### src/rtl/m72_sound_latch_if.sv
// Z80-side bus of the M72 sound command latch: Z80 address/strobes in,
// data-in mux contribution and INT out.
interface m72_sound_latch_if;
  logic [7:0] z80_addr;
  logic       z80_iorq_n;
  logic       z80_rd_n;
  logic       z80_wr_n;
  logic       z80_m1_n;
  logic [7:0] z80_dout;
  logic [7:0] z80_din;
  logic       z80_din_valid;
  logic       z80_int_n;

  modport master (
    output z80_addr, z80_iorq_n, z80_rd_n, z80_wr_n, z80_m1_n, z80_dout,
    input  z80_din, z80_din_valid, z80_int_n
  );

  modport slave (
    input  z80_addr, z80_iorq_n, z80_rd_n, z80_wr_n, z80_m1_n, z80_dout,
    output z80_din, z80_din_valid, z80_int_n
  );
endinterface

### src/rtl/m72_sound_latch.sv
// Main-CPU to Z80 sound command latch with mode-0 RST vector generation
// merging the latch request and the YM2151 IRQ.
module m72_sound_latch (
  input  logic                  CLK_32M,
  input  logic                  reset_n,
  input  logic                  ce_z80,
  input  logic                  SND,
  input  logic                  IO_A0,
  input  logic [7:0]            IO_DIN,
  input  logic                  ym_irq_n,
  m72_sound_latch_if.slave      z80,
  output logic                  overrun,
  output logic [7:0]            cmd_count
);
  localparam logic [7:0] LATCH_PORT = 8'h02;
  localparam logic [7:0] ACK_PORT   = 8'h06;
  localparam logic [7:0] RST_LATCH  = 8'hDF;
  localparam logic [7:0] RST_YM     = 8'hEF;

  typedef enum logic [1:0] {IDLE, RD_LATCH, INTACK, WR_ACK} state_t;

  state_t     state;
  logic       snd_req, snd_prev, load;
  logic [7:0] latch, latch_next, vector;
  logic       latch_pend;
  logic       ym_sync1, ym_sync2, ym_pend;
  logic       io_rd, io_wr, int_ack;
  logic       io_rd_prev, io_wr_prev, int_ack_prev;
  logic       ack_start, rd_hit, wr_hit, ack_clear;

  assign snd_req    = SND & ~IO_A0;
  assign load       = snd_req & ~snd_prev;
  assign latch_next = load ? IO_DIN : latch;

  assign ym_pend = ~ym_sync2;
  assign vector  = 8'hFF & (latch_pend ? RST_LATCH : 8'hFF) & (ym_pend ? RST_YM : 8'hFF);

  assign io_rd   = ~z80.z80_iorq_n & ~z80.z80_rd_n & z80.z80_m1_n;
  assign io_wr   = ~z80.z80_iorq_n & ~z80.z80_wr_n;
  assign int_ack = ~z80.z80_iorq_n & ~z80.z80_m1_n;

  // Accesses start on the asserting edge of each qualified strobe, as seen on ce_z80
  assign ack_start = ce_z80 & int_ack & ~int_ack_prev;
  assign rd_hit    = ce_z80 & io_rd & ~io_rd_prev & (z80.z80_addr == LATCH_PORT);
  assign wr_hit    = ce_z80 & io_wr & ~io_wr_prev & (z80.z80_addr == ACK_PORT);
  assign ack_clear = (state == IDLE) & ~ack_start & ~rd_hit & wr_hit;

  always_ff @(posedge CLK_32M or negedge reset_n) begin
    if (!reset_n) begin
      snd_prev   <= 1'b0;
      latch      <= 8'h00;
      latch_pend <= 1'b0;
      overrun    <= 1'b0;
      cmd_count  <= 8'h00;
    end else begin
      snd_prev <= snd_req;
      latch    <= latch_next;
      // A fresh load outranks a coincident acknowledge
      if (load) begin
        latch_pend <= 1'b1;
        cmd_count  <= cmd_count + 8'd1;
        if (latch_pend && !ack_clear)
          overrun <= 1'b1;
      end else if (ack_clear) begin
        latch_pend <= 1'b0;
      end
    end
  end

  always_ff @(posedge CLK_32M or negedge reset_n) begin
    if (!reset_n) begin
      ym_sync1      <= 1'b1;
      ym_sync2      <= 1'b1;
      z80.z80_int_n <= 1'b1;
    end else begin
      ym_sync1      <= ym_irq_n;
      ym_sync2      <= ym_sync1;
      z80.z80_int_n <= ~(latch_pend | ym_pend);
    end
  end

  always_ff @(posedge CLK_32M or negedge reset_n) begin
    if (!reset_n) begin
      state             <= IDLE;
      io_rd_prev        <= 1'b0;
      io_wr_prev        <= 1'b0;
      int_ack_prev      <= 1'b0;
      z80.z80_din       <= 8'hFF;
      z80.z80_din_valid <= 1'b0;
    end else begin
      if (ce_z80) begin
        io_rd_prev   <= io_rd;
        io_wr_prev   <= io_wr;
        int_ack_prev <= int_ack;
      end
      case (state)
        IDLE: begin
          if (ack_start) begin
            state             <= INTACK;
            z80.z80_din       <= vector;
            z80.z80_din_valid <= 1'b1;
          end else if (rd_hit) begin
            state             <= RD_LATCH;
            z80.z80_din       <= latch_next;
            z80.z80_din_valid <= 1'b1;
          end else if (wr_hit) begin
            state <= WR_ACK;
          end
        end
        RD_LATCH: begin
          if (ce_z80 && z80.z80_iorq_n) begin
            state             <= IDLE;
            z80.z80_din       <= 8'hFF;
            z80.z80_din_valid <= 1'b0;
          end else begin
            // Track a command arriving while the Z80 is still reading
            z80.z80_din <= latch_next;
          end
        end
        INTACK: begin
          if (ce_z80 && z80.z80_iorq_n) begin
            state             <= IDLE;
            z80.z80_din       <= 8'hFF;
            z80.z80_din_valid <= 1'b0;
          end
        end
        WR_ACK: begin
          if (ce_z80 && z80.z80_iorq_n)
            state <= IDLE;
        end
        default: state <= IDLE;
      endcase
    end
  end
endmodule

### src/flat_wrapper.sv
// flat-port wrapper written by rule: the top's interface ports become plain ports
module m72_sound_latch_flat 
  (CLK_32M, reset_n, ce_z80, SND, IO_A0, IO_DIN, ym_irq_n, overrun, cmd_count, z80_z80_addr, z80_z80_iorq_n, z80_z80_rd_n, z80_z80_wr_n, z80_z80_m1_n, z80_z80_dout, z80_z80_din, z80_z80_din_valid, z80_z80_int_n);
  m72_sound_latch_if z80_i ();
  input  logic CLK_32M;
  input  logic reset_n;
  input  logic ce_z80;
  input  logic SND;
  input  logic IO_A0;
  input  logic [7:0] IO_DIN;
  input  logic ym_irq_n;
  output logic overrun;
  output logic [7:0] cmd_count;
  input wire logic [$bits(z80_i.z80_addr)-1:0] z80_z80_addr;
  input wire logic [$bits(z80_i.z80_iorq_n)-1:0] z80_z80_iorq_n;
  input wire logic [$bits(z80_i.z80_rd_n)-1:0] z80_z80_rd_n;
  input wire logic [$bits(z80_i.z80_wr_n)-1:0] z80_z80_wr_n;
  input wire logic [$bits(z80_i.z80_m1_n)-1:0] z80_z80_m1_n;
  input wire logic [$bits(z80_i.z80_dout)-1:0] z80_z80_dout;
  output wire logic [$bits(z80_i.z80_din)-1:0] z80_z80_din;
  output wire logic [$bits(z80_i.z80_din_valid)-1:0] z80_z80_din_valid;
  output wire logic [$bits(z80_i.z80_int_n)-1:0] z80_z80_int_n;
  assign z80_i.z80_addr = z80_z80_addr;
  assign z80_i.z80_iorq_n = z80_z80_iorq_n;
  assign z80_i.z80_rd_n = z80_z80_rd_n;
  assign z80_i.z80_wr_n = z80_z80_wr_n;
  assign z80_i.z80_m1_n = z80_z80_m1_n;
  assign z80_i.z80_dout = z80_z80_dout;
  assign z80_z80_din = z80_i.z80_din;
  assign z80_z80_din_valid = z80_i.z80_din_valid;
  assign z80_z80_int_n = z80_i.z80_int_n;
  m72_sound_latch u_core (.CLK_32M(CLK_32M), .reset_n(reset_n), .ce_z80(ce_z80), .SND(SND), .IO_A0(IO_A0), .IO_DIN(IO_DIN), .ym_irq_n(ym_irq_n), .z80(z80_i), .overrun(overrun), .cmd_count(cmd_count));
endmodule
### config.mk
export PLATFORM = sky130hd
export DESIGN_NAME = m72_sound_latch_flat
export DESIGN_NICKNAME = d
export VERILOG_FILES = /design/src/rtl/m72_sound_latch_if.sv /design/src/rtl/m72_sound_latch.sv /design/src/flat_wrapper.sv
export SDC_FILE = /design/constraint.sdc
export NUM_CORES = 1
export LEC_CHECK = 0
export ABC_AREA = 1
export CAP_MARGIN = 20
export CORE_MARGIN = 4
export CORE_UTILIZATION = 40
export DETAILED_ROUTE_END_ITERATION = 8
export PLACE_DENSITY_LB_ADDON = 0.12
export SYNTH_ARGS = -nofsm -noshare
export SYNTH_HDL_FRONTEND = slang
export SYNTH_SLANG_ARGS = --single-unit
### constraint.sdc
create_clock -name CLK_32M -period 4.04 [get_ports CLK_32M]
set_input_delay 0.404 -clock CLK_32M [delete_from_list [all_inputs] [get_ports CLK_32M]]
set_output_delay 0.404 -clock CLK_32M [all_outputs]
set_load 0.01 [all_outputs]
# Word-level counts from Yosys, hierarchy flattened
# Cells that the tools add are included.
[word_totals]
elab_cells = 89
ff_bits = 36
out_inout_bits = 19
inputBits = 34
[classes]
n_reduce_logical = 13
n_eq_ne = 10
bitwise = 32
add_sub_neg = 1
mux = 19
[op_table]
columns = ["op", "n"]
rows = [
  ["8-bit two-way mux", 5],
  ["8-bit case mux with 3 select lines", 1],
  ["1-bit bitwise AND", 17],
  ["1-bit inverter", 13],
  ["8-bit by 1-bit adder with 8-bit output, second input constant", 1],
  ["8-bit bitwise AND", 1],
  ["8-bit by 2-bit equality test with 1-bit output, second input constant", 1],
  ["8-bit by 3-bit equality test with 1-bit output, second input constant", 1],
  ["2-bit two-way mux", 4],
  ["6-bit two-way mux", 1],
  ["2-bit by 1-bit inequality test with 1-bit output, second input constant", 3],
  ["3-bit AND reduction", 2],
  ["1-bit two-way mux", 5],
  ["5-bit two-way mux", 1],
  ["2-bit equality test, second input constant", 2],
  ["4-bit by 1-bit inequality test with 1-bit output, second input constant", 1],
  ["2-bit case mux with 2 select lines", 1],
  ["2-bit AND reduction", 2],
  ["2-bit nonzero test", 2],
  ["3-bit by 1-bit inequality test with 1-bit output, second input constant", 1],
  ["3-bit nonzero test", 1],
  ["3-bit OR reduction", 1],
  ["2-bit by 1-bit equality test with 1-bit output, second input constant", 1],
  ["1-bit logical AND", 2],
  ["5 further kinds", 5],
]

# Depth between registers and ports, before layout
[depth]
depth_word = 12
ltp_mapped = 10
ltp_nobuf = 10

# Least setup slack after synthesis
# OpenSTA, ideal clock, no wires.
[synth_path]
kind = "flip-flop to flip-flop"
startpoint = "register u_core.state[0]"
endpoint = "register u_core.z80.z80_din[0]"
arrival_time_ps = 1368
stages_incl_launch_ff = 9
setup_ps = 76
setup_slack_ps = 2597
path_cell_list = "dfrtp_1 -> inv_1 -> ha_1 -> nand2_1 -> or2_2 -> inv_1 -> a21oi_1 -> nand2_1 -> nand2_1"
[synth_between]
elab_chain_cells = 3
[synth_lines]
columns = ["item", "line", "rtl"]
rows = [
  ["from (decl)", "m72_sound_latch.sv:22", "state_t state;"],
  ["from (signal assigned)", "m72_sound_latch.sv:84", "state <= IDLE;"],
  ["from (signal assigned)", "m72_sound_latch.sv:99", "state <= INTACK;"],
  ["from (signal assigned)", "m72_sound_latch.sv:103", "state <= RD_LATCH;"],
  ["2-bit equality test (tied with other cells)", "m72_sound_latch.sv:96", "case (state)"],
  ["2-bit by 1-bit inequality test with 1-bit output (no source line) (tied with other cells)", "-", ""],
  ["3-bit AND reduction (no source line)", "-", ""],
  ["to (signal assigned)", "m72_sound_latch.sv:100", "z80.z80_din <= vector;"],
  ["to (signal assigned)", "m72_sound_latch.sv:104", "z80.z80_din <= latch_next;"],
  ["to (signal assigned)", "m72_sound_latch.sv:117", "z80.z80_din <= latch_next;"],
  ["to (decl)", "m72_sound_latch_if.sv:21", "output z80_din, z80_din_valid, z80_int_n"],
]
# Parallel ways exist; a longest one is shown, timed or not.
# A chain may end at the register's enable or synchronous reset.

# Worst setup path after layout
[layout_path]
startpoint = "input SND"
endpoint = "register u_core.cmd_count[5]"
[layout_between]
elab_chain_cells = 2
[layout_lines]
columns = ["item", "line", "rtl"]
rows = [
  ["from (decl)", "flat_wrapper.sv:8", "input logic SND;"],
  ["1-bit bitwise AND", "m72_sound_latch.sv:31", "assign snd_req = SND & ~IO_A0;"],
  ["1-bit bitwise AND", "m72_sound_latch.sv:32", "assign load = snd_req & ~snd_prev;"],
  ["to (signal assigned)", "m72_sound_latch.sv:61", "cmd_count <= cmd_count + 8'd1;"],
  ["to (decl)", "m72_sound_latch.sv:13", "output logic [7:0] cmd_count"],
]
# No other way between the ends.

==> flow_summary.toml <==
[global_routing]
antenna_found_initial = 0
grt_max_degree = 37
grt_pass1_vias = 1396
grt_pass1_wl_um = 6000
grt_use_total_pct = 14.0
grt_overflow = 0

[worst_setup_path]
reg2reg_from = "u_core.snd_prev"
startpoint_type = "input port"
cp-end-kind = "flip-flop"
startpoint = "SND"
crit_fanout = 22
crit_type = "in -> reg"
worstRegToRegCells = 5
crit_required_ns = 4.22
worstPathArrival_ns = 2.23

[drt]
postRouteWirelength_um = 3510
first_iter_violations = 49
routed-via-count = 1430
viasPerCell = 4.37
drt.antenna.violating_nets = 0
dr.pass1.iters = 4
drc = 0
wire_per_inst_um = 10.7

[power_and_ir_drop]
leakage_uw = 0.00121
p_total_uw = 1560
power-per-cell-area_nw_per_um2 = 640
peakVddDrop_uv = 438

[timing]
setup_tns_ns = 0
drv_slew = 0
min_period_ns = 2.05
clock.fmax_mhz = 488
finalCritPeriodShare_pct = 50.7
slew_headroom_pct = 48.1
rsz0062_at_grt = "no"
setup_viol = 0
fin_skew_ns = 0.00734
tightest_slew_ns = 0.776
worst_slack_ns = 1.99
hold_viol = 0

[yosys]
synth_area_leaders = "dfrtp_1 34%, dfstp_2 16%, nand2_1 15%"
netlist_area_um2 = 1830
ys_seq_elements = 36
avgSynthCellArea_um2 = 8.12
yosysWarnings = 0
yosysUniqueCellTypes = 25
synth_top_area_share_pct = 34.2
synth_area_leader_cell = "dfrtp_1"
netlist_instances = 225
ys_seq_area_share_pct = 50.0
synth_nets = 265

[finish]
nFillCells = 426
syn_to_final_growth_pct = 33.0
layout.nets = 314
final_cell_mix = "72 x nand2_1, 44 x clkdlybuf4s50_1, 36 x inv_1"
fin_area_um2 = 2430
drive_above_1_share_pct = 11.6
antenna_cells = 0
final_common_cell = "nand2_1"
register_area_um2 = 915
multiInputGateArea_um2 = 757

[floorplanning]
ios = 53
coreArea_um2 = 4380
die_x_um = 75.6
die-area_um2 = 5720
start_util_pct = 41.7
row_count = 24
die_h_um = 75.6

[worst_hold_path]
min-delay-start = "u_core.ym_sync1"
hold_depth = 0
hold_path_class = "reg -> reg"

[clock_tree]
cts.htree.levels = 2
ctsResizeCount = 0
cts_sinks = 36
clockBufferDepth = 2
cts_tree = "yes"
path_clk_slew_ns = 0.07
clk_latency_ns = 0.29
cts_hold_buf = 0
cts_setup_buffers = 0
cts_root_buf = "clkbuf_8"
cts_inserted_buffers = 5

[place]
numPortBuffers = 44
routabilityCongestion = 0.757
hpwl_um = 2640
post-place-ws_ns = 1.66
postPlaceCellArea_um2 = 2320

[flow_run]
max_cap_viol_count = 0

[status]
status = "complete, no violations"
==> final timing paths <==
kind	endpoint	slack (ns)
max in group asynchronous	u_core.z80.z80_din[2]	3.15
min in group asynchronous	u_core.io_rd_prev	0.54
min reg2reg	u_core.ym_sync2	0.37
max reg2reg	u_core.cmd_count[5]	2.21
max	u_core.cmd_count[5]	1.99
min	u_core.ym_sync2	0.37
==> layout make-up <==
class / count / share of cell area, %
clock buffers: 6 / 2.99
clock inverters: 2 / 1.44
inverters: 37 / 5.71
multi-input cells: 149 / 31.1
flip-flops and latches: 36 / 37.6
well taps: 52 / 2.68
repair buffers: 45 / 18.4
==> logic make-up (layout without fill, tap and decap cells) <==
| family | count (synthesis) | in the layout | share of synthesized area, % |
|---|---|---|---|
| adders and majority gates | 6 | 6 | 4.11 |
| xor gates and xnor gates | 7 | 7 | 3.35 |
| and+or+nand+nor | 115 | 115 | 27.4 |
| AOI/OAI and AO/OA | 21 | 21 | 6.57 |
| buffers and inverters | 40 | 90 | 8.56 |
| DFF | 36 | 36 | 50.0 |
==> critical path: stages <==
cell	delay [ns]
clkdlybuf4s50_1	0.51
nand3_1	0.56
nor3_1	0.45
nand3_1	0.15
xnor2_1	0.15
==> flip-flops by register name, indices dropped and copies added, names as in the netlist <==
register	flops
u_core.int_ack_prev	1
u_core.io_rd_prev	1
u_core.snd_prev	1
u_core.z80.z80_din_valid	1
u_core.io_wr_prev	1
u_core.cmd_count	8
u_core.z80.z80_din	8
u_core.ym_sync1	1
u_core.overrun	1
u_core.ym_sync2	1
u_core.latch	8
u_core.state	2
u_core.latch_pend	1
u_core.z80.z80_int_n	1
==> through the flow <==
step,utilization (%),hold WS (ns),cells
2_1_floorplan,-,0.108,225
3_3_place_gp,53.0,0.347,319
3_5_place_dp,53.0,0.348,319
4_1_cts,55.5,0.366,327
5_1_grt,55.5,0.365,327
6_report,55.5,0.366,327
==> synthesized netlist by cell type, drive strengths merged <==
master and n:
a21oi 9, xor2 3, dfstp 11, inv 37
buf 3, nor2 19, ha 6, xnor2 4
o21ai 12, nand3b 1, nor3 1, nand3 15
nand4 3, nand2 74, or2 2, dfrtp 25
==> routing by layer <==
| metal | up-vias | wire length (um) | GRT usage, % |
|---|---|---|---|
| met1 | 616 | 1720 | 18.7 |
| met5 | - | 0 | 0 |
| li1 | 783 | - | - |
| met4 | 0 | 40 | 4.08 |
| met2 | 26 | 1570 | 20.8 |
| met3 | 5 | 180 | 5.80 |
==> power breakdown <==
| group | internal [uW] | switching [uW] | total [uW] |
|---|---|---|---|
| registers | 490 | 63.3 | 553 |
| logic | 315 | 378 | 693 |
| clock network | 183 | 127 | 311 |
| total | 988 | 569 | 1560 |
Note: power is estimated with default switching activity, not from simulation.
==> edit 1: new RTL, same settings <==
Make the reset (`reset_n`) synchronous in 3 clocked blocks.
--- a/src/rtl/m72_sound_latch.sv
+++ b/src/rtl/m72_sound_latch.sv
@@ -47,3 +47,3 @@
 
-  always_ff @(posedge CLK_32M or negedge reset_n) begin
+  always_ff @(posedge CLK_32M) begin
     if (!reset_n) begin
@@ -69,3 +69,3 @@
 
-  always_ff @(posedge CLK_32M or negedge reset_n) begin
+  always_ff @(posedge CLK_32M) begin
     if (!reset_n) begin
@@ -81,3 +81,3 @@
 
-  always_ff @(posedge CLK_32M or negedge reset_n) begin
+  always_ff @(posedge CLK_32M) begin
     if (!reset_n) begin
Check against the original RTL: differs if reset_n is asserted again (counterexample within 4 cycles, from zero or initial values and one cycle with reset_n low); with reset_n held inactive, the same outputs for 10 cycles.
==> edit 1 against the unedited design <==
- routed wire length grew 7.0%
- worst setup slack gained 86 ps
- maximum frequency grew 4.4%
- cell area shrank 4.5%
- critical path depth grew 4
- count of clock-buffer cells in the layout is the same
- total power shrank 24%
- sequential cell count is the same
- synthesized area shrank 5.1%
- critical endpoint is now u_core.z80.z80_din[4]
- largest cell class is now multi-input gates
==> edit 1: results (changes against the unedited design) <==
| Metric | Value |
|---|---|
| Non-Clock Buffer Area Fraction | 0.1897 (was 0.1843) |
| Synth Area in XOR/XNOR | 0.005047 (was 0.03354) |
| Final wirelength | 3.756 mm (was 3.510 mm) |
| Synth top cells by count | nand2_1 (57), inv_1 (37), dfxtp_1 (36) (was nand2_1 (72), inv_1 (36), dfrtp_1 (25)) |
| Sequential fraction of the synthesis area | 0.4153 (was 0.5003) |
| Max-Slew Margin vs Limit | 0.3753 (was 0.4810) |
| Dpl ws | 1749 ps (was 1664 ps) |
| Tot GR Track Use | 0.1476 (was 0.1396) |
| Inst Count DP | 344 (was 319) |
| Mapped Avg Cell Area | 6.806 sq um (was 8.124 sq um) |
| Seq pwr | 441 uW (was 553 uW) |
| DP Area | 2215 sq um (was 2323 sq um) |
| Switching power | 390.5 uW (was 569.0 uW) |
| Synth async-reset ratio | 0 (was 1.000) |
| Crit path max fanout | 21 (was 22) |
| Multi-input gates | 175 (was 149) |
| Non-clk bufs | 44 (was 45) |
| Adder-Cell Fraction of Synth Area | 0.04326 (was 0.04107) |
| First-pass GRT wire length | 6.403 mm (was 6.003 mm) |
| Final-layout clock-cell area share | 0.04634 (was 0.04426) |
| Largest net degree at the start of global routing | 33 (was 37) |
| Status | finished, final reports clean (unchanged) |
| Detailed Route Iter0 Violations | 69 (was 49) |
| Critical path's slowest cell | clkdlybuf4s50_1 (was nand3_1) |
| VDD IR-drop max | 0.1798 mV (was 0.4378 mV) |
| Number of global-route vias before repair | 1473 (was 1396) |
edit 1: cell count changes in the layout (fill, tap and decap cells not counted), sizes merged, moves of 11 or more:
cell,delta
nand2,-13
dfxtp,+36
a21oi,+19
nor2,+16
dfrtp,-25
dfstp,-11
edit 1: routing by layer:
layer	track usage	vias up	wire, um
met4	0.05030	0	38
met5	0	-	0
met2	0.2470	33	1765
met3	0.03557	4	189
met1	0.1842	729	1763
li1	-	894	-
edit 1: worst paths after layout:
| check | slack, ps | cells past startpoint | end | from |
|---|---|---|---|---|
| hold / removal | 430 | 1 | u_core.ym_sync2 | u_core.ym_sync1 |
| setup / recovery | 2080 | 9 | u_core.z80.z80_din[4] | SND |
| setup reg to reg | 2240 | 7 | u_core.z80.z80_din[3] | u_core.state[1] |
| hold reg to reg | 430 | 1 | u_core.ym_sync2 | u_core.ym_sync1 |
==> edit 2: new RTL, same flow settings <==
Made on the original files. Encoding of `state_t`: now one-hot (4 bits for 4 states).
--- a/src/rtl/m72_sound_latch.sv
+++ b/src/rtl/m72_sound_latch.sv
@@ -19,3 +19,3 @@
 
-  typedef enum logic [1:0] {IDLE, RD_LATCH, INTACK, WR_ACK} state_t;
+  typedef enum logic [3:0] {IDLE = 4'b0001, RD_LATCH = 4'b0010, INTACK = 4'b0100, WR_ACK = 4'b1000} state_t;
 
Check against the original RTL: no difference found for any inputs over 10 cycles, from zero or initial values and one cycle with reset_n low; not proved beyond that.
==> edit 2 against the unedited design <==
- critical path depth fell by 4
- synthesized area rose by 2.1%
- sequential cell count rose by 2
- routed wire length rose by 0.88%
- synthesized cell count rose by 0.89%
- final cell count rose by 0.31%
- maximum frequency rose by 17%
- register-to-register slack improved by 410 ps
- worst setup slack improved by 290 ps
- total power fell by 12%
- cell area barely moved
- via count rose by 4.7%
==> edit 2: results (changes against the unedited design) <==
| Metric | Value |
|---|---|
| Critical path's slowest cell | dfstp_2 (was nand3_1) |
| NumNets Final | 310 (was 314) |
| Area Growth Syn to Fin | 30.38% (was 32.99%) |
| FFs & Latches | 38 (was 36) |
| Multi-input gates | 147 (was 149) |
| Detailed Route Iter0 Violations | 56 (was 49) |
| Crit path max fanout | 2 (was 22) |
| Non-clk bufs | 44 (was 45) |
| Worst R2R End | u_core.z80.z80_din[5] (was u_core.cmd_count[5]) |
| Critical Path Sink | z80_z80_din[5] (was u_core.cmd_count[5]) |
| P_leak | 1.201 nW (was 1.213 nW) |
| GR Util met3 | 0.03664 (was 0.05805) |
| Ranking of synthesized cells by area | dfrtp_1 (35%), dfstp_2 (17%), nand2_1 (13%) (was dfrtp_1 (34%), dfstp_2 (16%), nand2_1 (15%)) |
| Mapped Nets | 262 (was 265) |
| Inverters, non-clock | 39 (was 37) |
| Synth Area in Compound Gates | 0.04695 (was 0.06571) |
| Global-route met2 utilization | 0.2083 (was 0.2081) |
| Status | finished, final reports clean (unchanged) |
| DP Area | 2342 sq um (was 2323 sq um) |
| Synth Area in XOR/XNOR | 0.02817 (was 0.03354) |
| Met2 routed WL | 1.715 mm (was 1.566 mm) |
| Worst Skew | 8.375 ps (was 7.341 ps) |
| Multi-input combinational area share | 0.2984 (was 0.3114) |
| Non-Clock Buffer Area Fraction | 0.1790 (was 0.1843) |
| First-pass GRT wire length | 6.023 mm (was 6.003 mm) |
| GP Congestion | 0.7993 (was 0.7570) |
| Core Region | 4444 sq um (was 4384 sq um) |
| Adder-Cell Fraction of Synth Area | 0.006707 (was 0.04107) |
| Max-Slew Margin vs Limit | 0.4675 (was 0.4810) |
| Final-layout clock-cell area share | 0.03704 (was 0.04426) |
| Seq pwr | 575 uW (was 553 uW) |
| Met1 Use GR | 0.1583 (was 0.1865) |
-- edit 2: changes by cell type in the layout (fill, tap and decap cells not counted), moves of 2 or more --
cell     delta
xor2_1      -2
nand4_1     -3
a21oi_1     -8
or2_2       -2
nand3_1     +7
nor2_1      +8
nand2_2     +4
ha_1        -5
nor2_2      -2
o21ai_0     +2
nand2_1     -6
nand3_2     +2
-- edit 2: through the flow --
| step | total power, mW | hold slack [ps] | setup WS (ps) |
|---|---|---|---|
| floorplan | 0.8866 | 108.4 | 2751 |
| global placement | 1.109 | 346.6 | 2119 |
| detailed placement | 1.119 | 347.5 | 2074 |
| CTS | 1.383 | 236.7 | 2273 |
| global route | 1.465 | 273.2 | 2244 |
| finish | 1.362 | 202.5 | 2285 |
